### src/rtl/gps_nav_msg_gen.sv
// gps_nav_msg_gen: 50 bps GPS navigation-data bit generator for the signal core.
//
// Each nav bit spans EPOCHS_PER_BIT C/A code epochs, and bit edges are aligned to the core's
// epoch pulse. In preset mode a subframe is the 8-bit preamble followed by PRBS9 fill, and the
// PRBS9 generator is reseeded at every subframe start. In external mode each bit comes from a
// pad input through a two-flop synchroniser.
//
// Ports:
//   clk_in          system clock
//   rst_in_n        asynchronous active-low reset
//   ena_in          general enable; low holds the generator in its reset state
//   epoch_in        one-cycle C/A epoch pulse (core start_out)
//   use_preset_in   1 = preamble + PRBS9 pattern, 0 = external pad bit
//   ext_msg_in      asynchronous external nav bit
//   msg_out         current nav bit (to core msg_in)
//   bit_strobe_out  one-cycle pulse when msg_out loads a new bit
//   bit_idx_out     index of the bit currently on msg_out
//   subframe_start_out  (only with NAV_MSG_SYNC_OUT_EN) pulses with the strobe for bit 0
//
// Optional feature macro: NAV_MSG_SYNC_OUT_EN adds subframe_start_out.

module gps_nav_msg_gen #(
    parameter int unsigned EPOCHS_PER_BIT    = 20,
    parameter int unsigned BITS_PER_SUBFRAME = 300,
    parameter logic [7:0]  PREAMBLE          = 8'h8B,
    parameter logic [8:0]  LFSR_SEED         = 9'h1FF
) (
    input  logic       clk_in,
    input  logic       rst_in_n,
    input  logic       ena_in,
    input  logic       epoch_in,
    input  logic       use_preset_in,
    input  logic       ext_msg_in,
    output logic       msg_out,
    output logic       bit_strobe_out,
    output logic [8:0] bit_idx_out
`ifdef NAV_MSG_SYNC_OUT_EN
    ,
    output logic       subframe_start_out
`endif
);

    // A single-epoch bit still needs a 1-bit counter so the widths stay legal.
    localparam int unsigned   CNT_W    = (EPOCHS_PER_BIT > 1) ? $clog2(EPOCHS_PER_BIT) : 1;
    localparam logic [CNT_W-1:0] CNT_LAST = CNT_W'(EPOCHS_PER_BIT - 1);
    localparam logic [8:0]    IDX_LAST = 9'(BITS_PER_SUBFRAME - 1);

    // External bit synchroniser. It keeps running while disabled so the first external bit
    // after enable is already settled.
    logic ext_meta_q;
    logic ext_sync_q;

    always_ff @(posedge clk_in or negedge rst_in_n) begin
        if (!rst_in_n) begin
            ext_meta_q <= 1'b0;
            ext_sync_q <= 1'b0;
        end else begin
            ext_meta_q <= ext_msg_in;
            ext_sync_q <= ext_meta_q;
        end
    end

    // Generator state
    logic [CNT_W-1:0] epoch_cnt_q, epoch_cnt_d;
    logic [8:0]       next_idx_q,  next_idx_d;
    logic [8:0]       lfsr_q,      lfsr_d;
    logic             msg_q,       msg_d;
    logic             strobe_q,    strobe_d;
    logic [8:0]       bit_idx_q,   bit_idx_d;
    logic             load;
    logic             new_bit;

    // A load happens on the first epoch of each bit period.
    assign load = ena_in & epoch_in & (epoch_cnt_q == '0);

    always_comb begin
        epoch_cnt_d = epoch_cnt_q;
        next_idx_d  = next_idx_q;
        lfsr_d      = lfsr_q;
        msg_d       = msg_q;
        bit_idx_d   = bit_idx_q;
        strobe_d    = 1'b0;
        new_bit     = 1'b0;

        if (!ena_in) begin
            // Disabled: restart from bit 0 with a fresh seed.
            epoch_cnt_d = '0;
            next_idx_d  = '0;
            lfsr_d      = LFSR_SEED;
            msg_d       = 1'b0;
            bit_idx_d   = '0;
        end else if (epoch_in) begin
            epoch_cnt_d = (epoch_cnt_q == CNT_LAST) ? '0 : epoch_cnt_q + CNT_W'(1);

            if (load) begin
                if (use_preset_in) begin
                    if (next_idx_q < 9'd8) begin
                        new_bit = PREAMBLE[3'd7 - next_idx_q[2:0]];
                    end else begin
                        new_bit = lfsr_q[8];
                        lfsr_d  = {lfsr_q[7:0], lfsr_q[8] ^ lfsr_q[4]};
                    end
                end else begin
                    // External mode leaves the PRBS state untouched.
                    new_bit = ext_sync_q;
                end

                msg_d     = new_bit;
                bit_idx_d = next_idx_q;
                strobe_d  = 1'b1;

                if (next_idx_q == IDX_LAST) begin
                    next_idx_d = '0;
                    lfsr_d     = LFSR_SEED;
                end else begin
                    next_idx_d = next_idx_q + 9'd1;
                end
            end
        end
    end

    always_ff @(posedge clk_in or negedge rst_in_n) begin
        if (!rst_in_n) begin
            epoch_cnt_q <= '0;
            next_idx_q  <= '0;
            lfsr_q      <= LFSR_SEED;
            msg_q       <= 1'b0;
            strobe_q    <= 1'b0;
            bit_idx_q   <= '0;
        end else begin
            epoch_cnt_q <= epoch_cnt_d;
            next_idx_q  <= next_idx_d;
            lfsr_q      <= lfsr_d;
            msg_q       <= msg_d;
            strobe_q    <= strobe_d;
            bit_idx_q   <= bit_idx_d;
        end
    end

    assign msg_out        = msg_q;
    assign bit_strobe_out = strobe_q;
    assign bit_idx_out    = bit_idx_q;

`ifdef NAV_MSG_SYNC_OUT_EN
    logic sub_start_q;
    logic sub_start_d;

    assign sub_start_d = load & (next_idx_q == '0);

    always_ff @(posedge clk_in or negedge rst_in_n) begin
        if (!rst_in_n) begin
            sub_start_q <= 1'b0;
        end else begin
            sub_start_q <= sub_start_d;
        end
    end

    assign subframe_start_out = sub_start_q;
`endif

endmodule

### config.mk
export PLATFORM = sky130hd
export DESIGN_NAME = gps_nav_msg_gen
export DESIGN_NICKNAME = d
export VERILOG_FILES = /design/src/rtl/gps_nav_msg_gen.sv
export SDC_FILE = /design/constraint.sdc
export NUM_CORES = 1
export LEC_CHECK = 0
export ABC_AREA = 1
export BUFFER_PORTS_ARGS = -buffer_cell sky130_fd_sc_hd__buf_2
export CAP_MARGIN = 20
export CORE_MARGIN = 3
export CORE_UTILIZATION = 55
export CTS_CLUSTER_SIZE = 40
export DETAILED_ROUTE_END_ITERATION = 8
export MAX_ROUTING_LAYER = met4
export PLACE_DENSITY_LB_ADDON = 0.3
export SYNTH_ARGS = -nofsm -noshare
export SYNTH_HDL_FRONTEND = slang
export SYNTH_SLANG_ARGS = --single-unit
export TNS_END_PERCENT = 30
### constraint.sdc
create_clock -name clk_in -period 1.9 [get_ports clk_in]
set_input_delay 0.38 -clock clk_in [delete_from_list [all_inputs] [get_ports clk_in]]
set_output_delay 0.38 -clock clk_in [all_outputs]
set_load 0.1 [all_outputs]
; Word-level counts from Yosys, hierarchy flattened
; Memories as Yosys holds them, arrays and structs flattened.
; Index checks and enable logic that the tools add are counted.
[word_totals]
regBits = 36
rom_bits = 8
inputBits = 6
word_cells = 51
mem_count = 1
[op_classes]
add_sub_neg = 3
magnitude_cmp = 2
eq_ne = 6
mux = 25
n_bitwise = 3
reduce_logical = 3
[mem_list]
columns = memory, depth, word_bits, read_ports, rd_ports_with_merged_regs, write_ports, line_no
row1 = (no name shown), 8, 1, 1, 0, 0, 98  ; new_bit = PREAMBLE[3'd7 - next_idx_q[2:0]];
[ops]
columns = operator, count
row1 = two-way mux 9 bit, 13
row2 = two-way mux 5 bit, 3
row3 = adder 9 x 1 -> 9 bit (second input constant), 1
row4 = equality test 9 bit (second input constant), 1
row5 = < comparator 9 x 4 -> 1 bit (second input constant), 1
row6 = two-way mux 1 bit, 9
row7 = adder 5 x 1 -> 5 bit (second input constant), 1
row8 = equality test 5 bit (second input constant), 1
row9 = logical NOT 5 bit, 1
row10 = < comparator 3 x 4 -> 1 bit (second input constant), 1
row11 = inequality test 2 x 1 -> 1 bit (second input constant), 2
row12 = AND reduction 4 bit, 1
row13 = inequality test 3 x 1 -> 1 bit (second input constant), 1
row14 = inequality test 3 x 2 -> 1 bit (second input constant), 1
row15 = subtractor 3 bit (first input constant), 1
row16 = AND 1 bit, 2
row17 = AND reduction 2 bit, 1
row18 = bitwise XOR 1 bit, 1

; Longest topological paths before layout
[depth]
depth_word = 8
ltp_mapped = 11
ltp_nobuf = 10

; Least setup slack after synthesis
; Ideal clock, no wire load.
[synth_timing]
path_kind = register -> register
from = register epoch_cnt_q[0]
to = register bit_idx_q[5] (netlist: bit_idx_out[5])
setup_time_ns = 0.129
arrival_ns = 1.238
setup_slack_ns = 0.533
path_stages_with_launch = 11
n_path_buf = 1
period_less_slack_ns = 1.367
path_cell_list = dfrtp_1 > inv_1 > ha_1 > inv_1 > nor2_1 > nand3_2 > nand2_4 > inv_2 > buf_2 > nand2_1 > o21ai_0
[synth_via]
elab_chain_len = 4
[synth_lines]
columns = item, line_no
row1 = from (decl), 64  ; logic [CNT_W-1:0] epoch_cnt_q, epoch_cnt_d;
row2 = from (signal assigned), 131  ; epoch_cnt_q <= epoch_cnt_d;
row3 = logical NOT 5 bit, 74  ; assign load = ena_in & epoch_in & (epoch_cnt_q == '0);
row4 = AND 1 bit, 74
row5 = inequality test 2 x 1 -> 1 bit (no line), n/a
row6 = AND reduction 2 bit (no line), n/a
row7 = to (signal assigned), 136  ; bit_idx_q <= bit_idx_d;
row8 = to (decl), 69  ; logic [8:0] bit_idx_q, bit_idx_d;
; No other way between the ends.
; A chain may end at the register's enable or synchronous reset.

; Worst setup path after layout
[layout_timing]
from = register epoch_cnt_q[0]
to = register next_idx_q[2]
[layout_via]
elab_chain_len = 4
[layout_lines]
columns = item, line_no
row1 = logical NOT 5 bit, 74
row2 = AND 1 bit, 74
row3 = inequality test 2 x 1 -> 1 bit (no line), n/a
row4 = AND reduction 2 bit (no line), n/a
row5 = to (signal assigned), 132  ; next_idx_q <= next_idx_d;
row6 = to (decl), 65  ; logic [8:0] next_idx_q, next_idx_d;
; No other way between the ends.

==> impl_metrics.yaml <==
worst_setup_path:
  cp_top_family: "simple AND/OR/NAND/NOR gates"
  path_max_fanout: 25
  start_kind: "register"
  worstPathArrival_ns: 1.83
  crit_path_end_kind: "register"
  max_stage_delay_ns: 0.41
  path_cells: "inv_1, ha_1, inv_1, nor2_1, nand3_2, nand2_4, nand2_2, nand2_1, nor2_1"
  r2r-start: "epoch_cnt_q[0]"
  r2r_cells: 9
  worst-path-buf-inv: 2
  crit_start: "epoch_cnt_q[0]"
  path_depth: 9
  rrSetupSlack_ns: 0.31
  r2r_end: "next_idx_q[2]"
  crit_slowest_cell: "dfrtp_1"
  cp_data_required_time_ns: 2.14
  worstSetupPathType: "reg2reg"
synthesis:
  syn_inst: 210
  synth_fa_ha_area_share_pct: 2.15
  synth.cell_area_sq_um: 1750
  synth_top_family_by_area: "simple AND/OR/NAND/NOR gates"
  ys_warn_count: 0
  syn_avg_cell_area_sq_um: 8.32
  synth-compound-area-share_pct: 6.09
  synth.distinct_cells: 23
  synth_seq_area_share_pct: 52.2
  synth-simple-area-share_pct: 29.1
  synth_mux_area_share_pct: 0
  synth_xor_area_share_pct: 2.01
  synth_seq_cells: 36
  synth_fp_nets: 219
timing:
  skew_ns: 0.00618
  report.final.slew_viol_count: 0
  min_period_ns: 1.59
  setup-violations-final: 0
  fin_crit_sh_pct: 83.5
  finalHoldViolations: 0
  fin_tns_setup_ns: 0
  slew_headroom_pct: 67.7
  rsz0062_at_grt: "false"
  worstMarginPinSlew_ns: 0.488
  max_freq_mhz: 630
detailed_routing:
  drtAntennaViolNets: 0
  wirelength_mm: 3.14
  post_drt_wl_per_cell_microns: 11.6
  vias_per_cell: 5.14
  vias: 1387
  drtIter0Drc: 49
  drc_errors: 0
  drt_first_pass_iters: 5
cells_and_area:
  final_cell_mix: "55 x nand2_1, 31 x nand3_1, 27 x dfrtp_1"
  fin_cells: 270
  seq_area_sq_um: 912
  num_antenna_cells: 0
  utilization_pct: 65.2
  layout.nets: 236
  drive_gt1_share_pct: 18.9
  num-fill-cells: 261
  syn_to_final_growth_pct: 8.31
  final_common_cell: "nand2_1"
  multiInputGateArea_sq_um: 687
clock_network:
  post_cts_buffers: 0
  cts_root_buf: "clkbuf_4"
  hold_buffers: 0
  max-clock-path-buffers: 2
  clkLatencyLatePin_ns: 0.35
  cts_tree: "built"
  cts_htree_levels: 2
  numCtsBuffers: 5
  cts-resized-gates: 0
  numClockSinks: 36
  clkTransAtPathRegs_ns: 0.10
pwr:
  total_leakage_power_nw: 0.996
  power.density_nw_per_um2: 719
  peakVddDrop_mv: 0.559
grt:
  grt_overflow: 0
  antenna_found_initial: 0
  grt_pass1_wl_mm: 5.69
  grt_max_degree: 37
  grt_usage_pct: 19.2
  grt_pass1_vias: 1314
placement:
  hpwl_mm: 2.25
  numPortBuffers: 16
  gp_congestion: 0.842
  placed_cells: 262
die:
  core_sq_um: 2900
  die_w_microns: 62.4
  rows: 19
  start_util_pct: 60.2
  ios: 17
  die_area_sq_um: 3890
  die_h_microns: 62.4
flow_run:
  maxCapViolCount: 0
outcome:
  status: "finished, final reports clean"
worst_hold_path:
  hp-class: "in2async"
[Yosys cell counts]
cell	number	area [sq um]
nand2_1	55	206
nand3_1	31	155
dfrtp_1	27	676
inv_1	19	71.3
nor2_1	17	63.8
o21ai_0	11	55.1
dfstp_2	9	236
o21ai_1	7	35.0
nand4_1	5	31.3
buf_2	4	20.0
inv_2	4	15.0
buf_6	3	33.8
ha_1	3	37.5
nand2_2	3	18.8
xor2_1	3	26.3
a21oi_1	2	10.0
a31oi_1	1	6.26
buf_4	1	7.51
nand2_4	1	11.3
nand3_2	1	10.0
nor2_2	1	6.26
nor3_1	1	5.00
xnor2_1	1	8.76
[worst max-delay path by stage]
| stage | to | slack [ns] |
|---|---|---|
| after floorplan | bit_idx_out[5] | 0.53 |
| after detailed placement | next_idx_q[6] | 0.33 |
| after global routing | next_idx_q[3] | 0.16 |
| final | next_idx_q[2] | 0.31 |
| after CTS | next_idx_q[2] | 0.30 |
| after global placement | next_idx_q[2] | 0.36 |
[report_power, final]
| group | switching (mW) | internal, mW |
|---|---|---|
| sequential | 0.00973 | 0.782 |
| clock | 0.235 | 0.182 |
| combinational | 0.120 | 0.0304 |
| total | 0.365 | 0.995 |
[worst register-to-register path, delay by kind of cell, from the launching register on]
family,cells,cell delay [ns]
flops,1,0.41
buf+inv,2,0.13
fa+ha+maj,1,0.14
simple gates,6,0.81
[state kept, by name (all words and copies together) (netlist names)]
| signal | cells |
|---|---|
| ext_meta_q | 1 |
| ext_sync_q | 1 |
| next_idx_q | 9 |
| bit_strobe_out | 1 |
| bit_idx_out | 9 |
| lfsr_q | 9 |
| epoch_cnt_q | 5 |
| msg_out | 1 |
[layer usage]
metal | up-vias | GRT usage (%) | wire (microns)
li1 | 709 | - | -
met1 | 644 | 23.4 | 1460
met2 | 26 | 30.0 | 1480
met3 | 8 | 4.50 | 129
met4 | 0 | 9.92 | 70
met5 | - | - | 0
[final cells by class]
type                       instances  share of cell area, %
inverter                          23                   4.56
clock buffer                       8                   3.11
multi-input combinational        143                   36.3
timing repair buffer              18                   5.03
sequential                        36                   48.2
tap                               42                   2.78
[cell families (layout without fill, tap and decap cells)]
kind of cell,after synthesis,in the layout
flops,36,36
xor+xnor,4,4
fa+ha+maj,3,3
compound gates,21,21
buf+inv,31,49
simple gates,115,115
[metrics by stage]
stage	setup slack, ns	total power, mW	cell area [sq um]	hold slack, ns
after CTS	0.302	1.37	1890	0.0485
after global routing	0.163	1.43	1890	0.0621
after global placement	0.363	0.955	1830	0.337
final	0.314	1.36	1890	0.0360
after detailed placement	0.325	0.958	1830	0.337
after floorplan	0.533	0.923	1750	0.0844
Note: power is estimated with default switching activity, not from simulation.
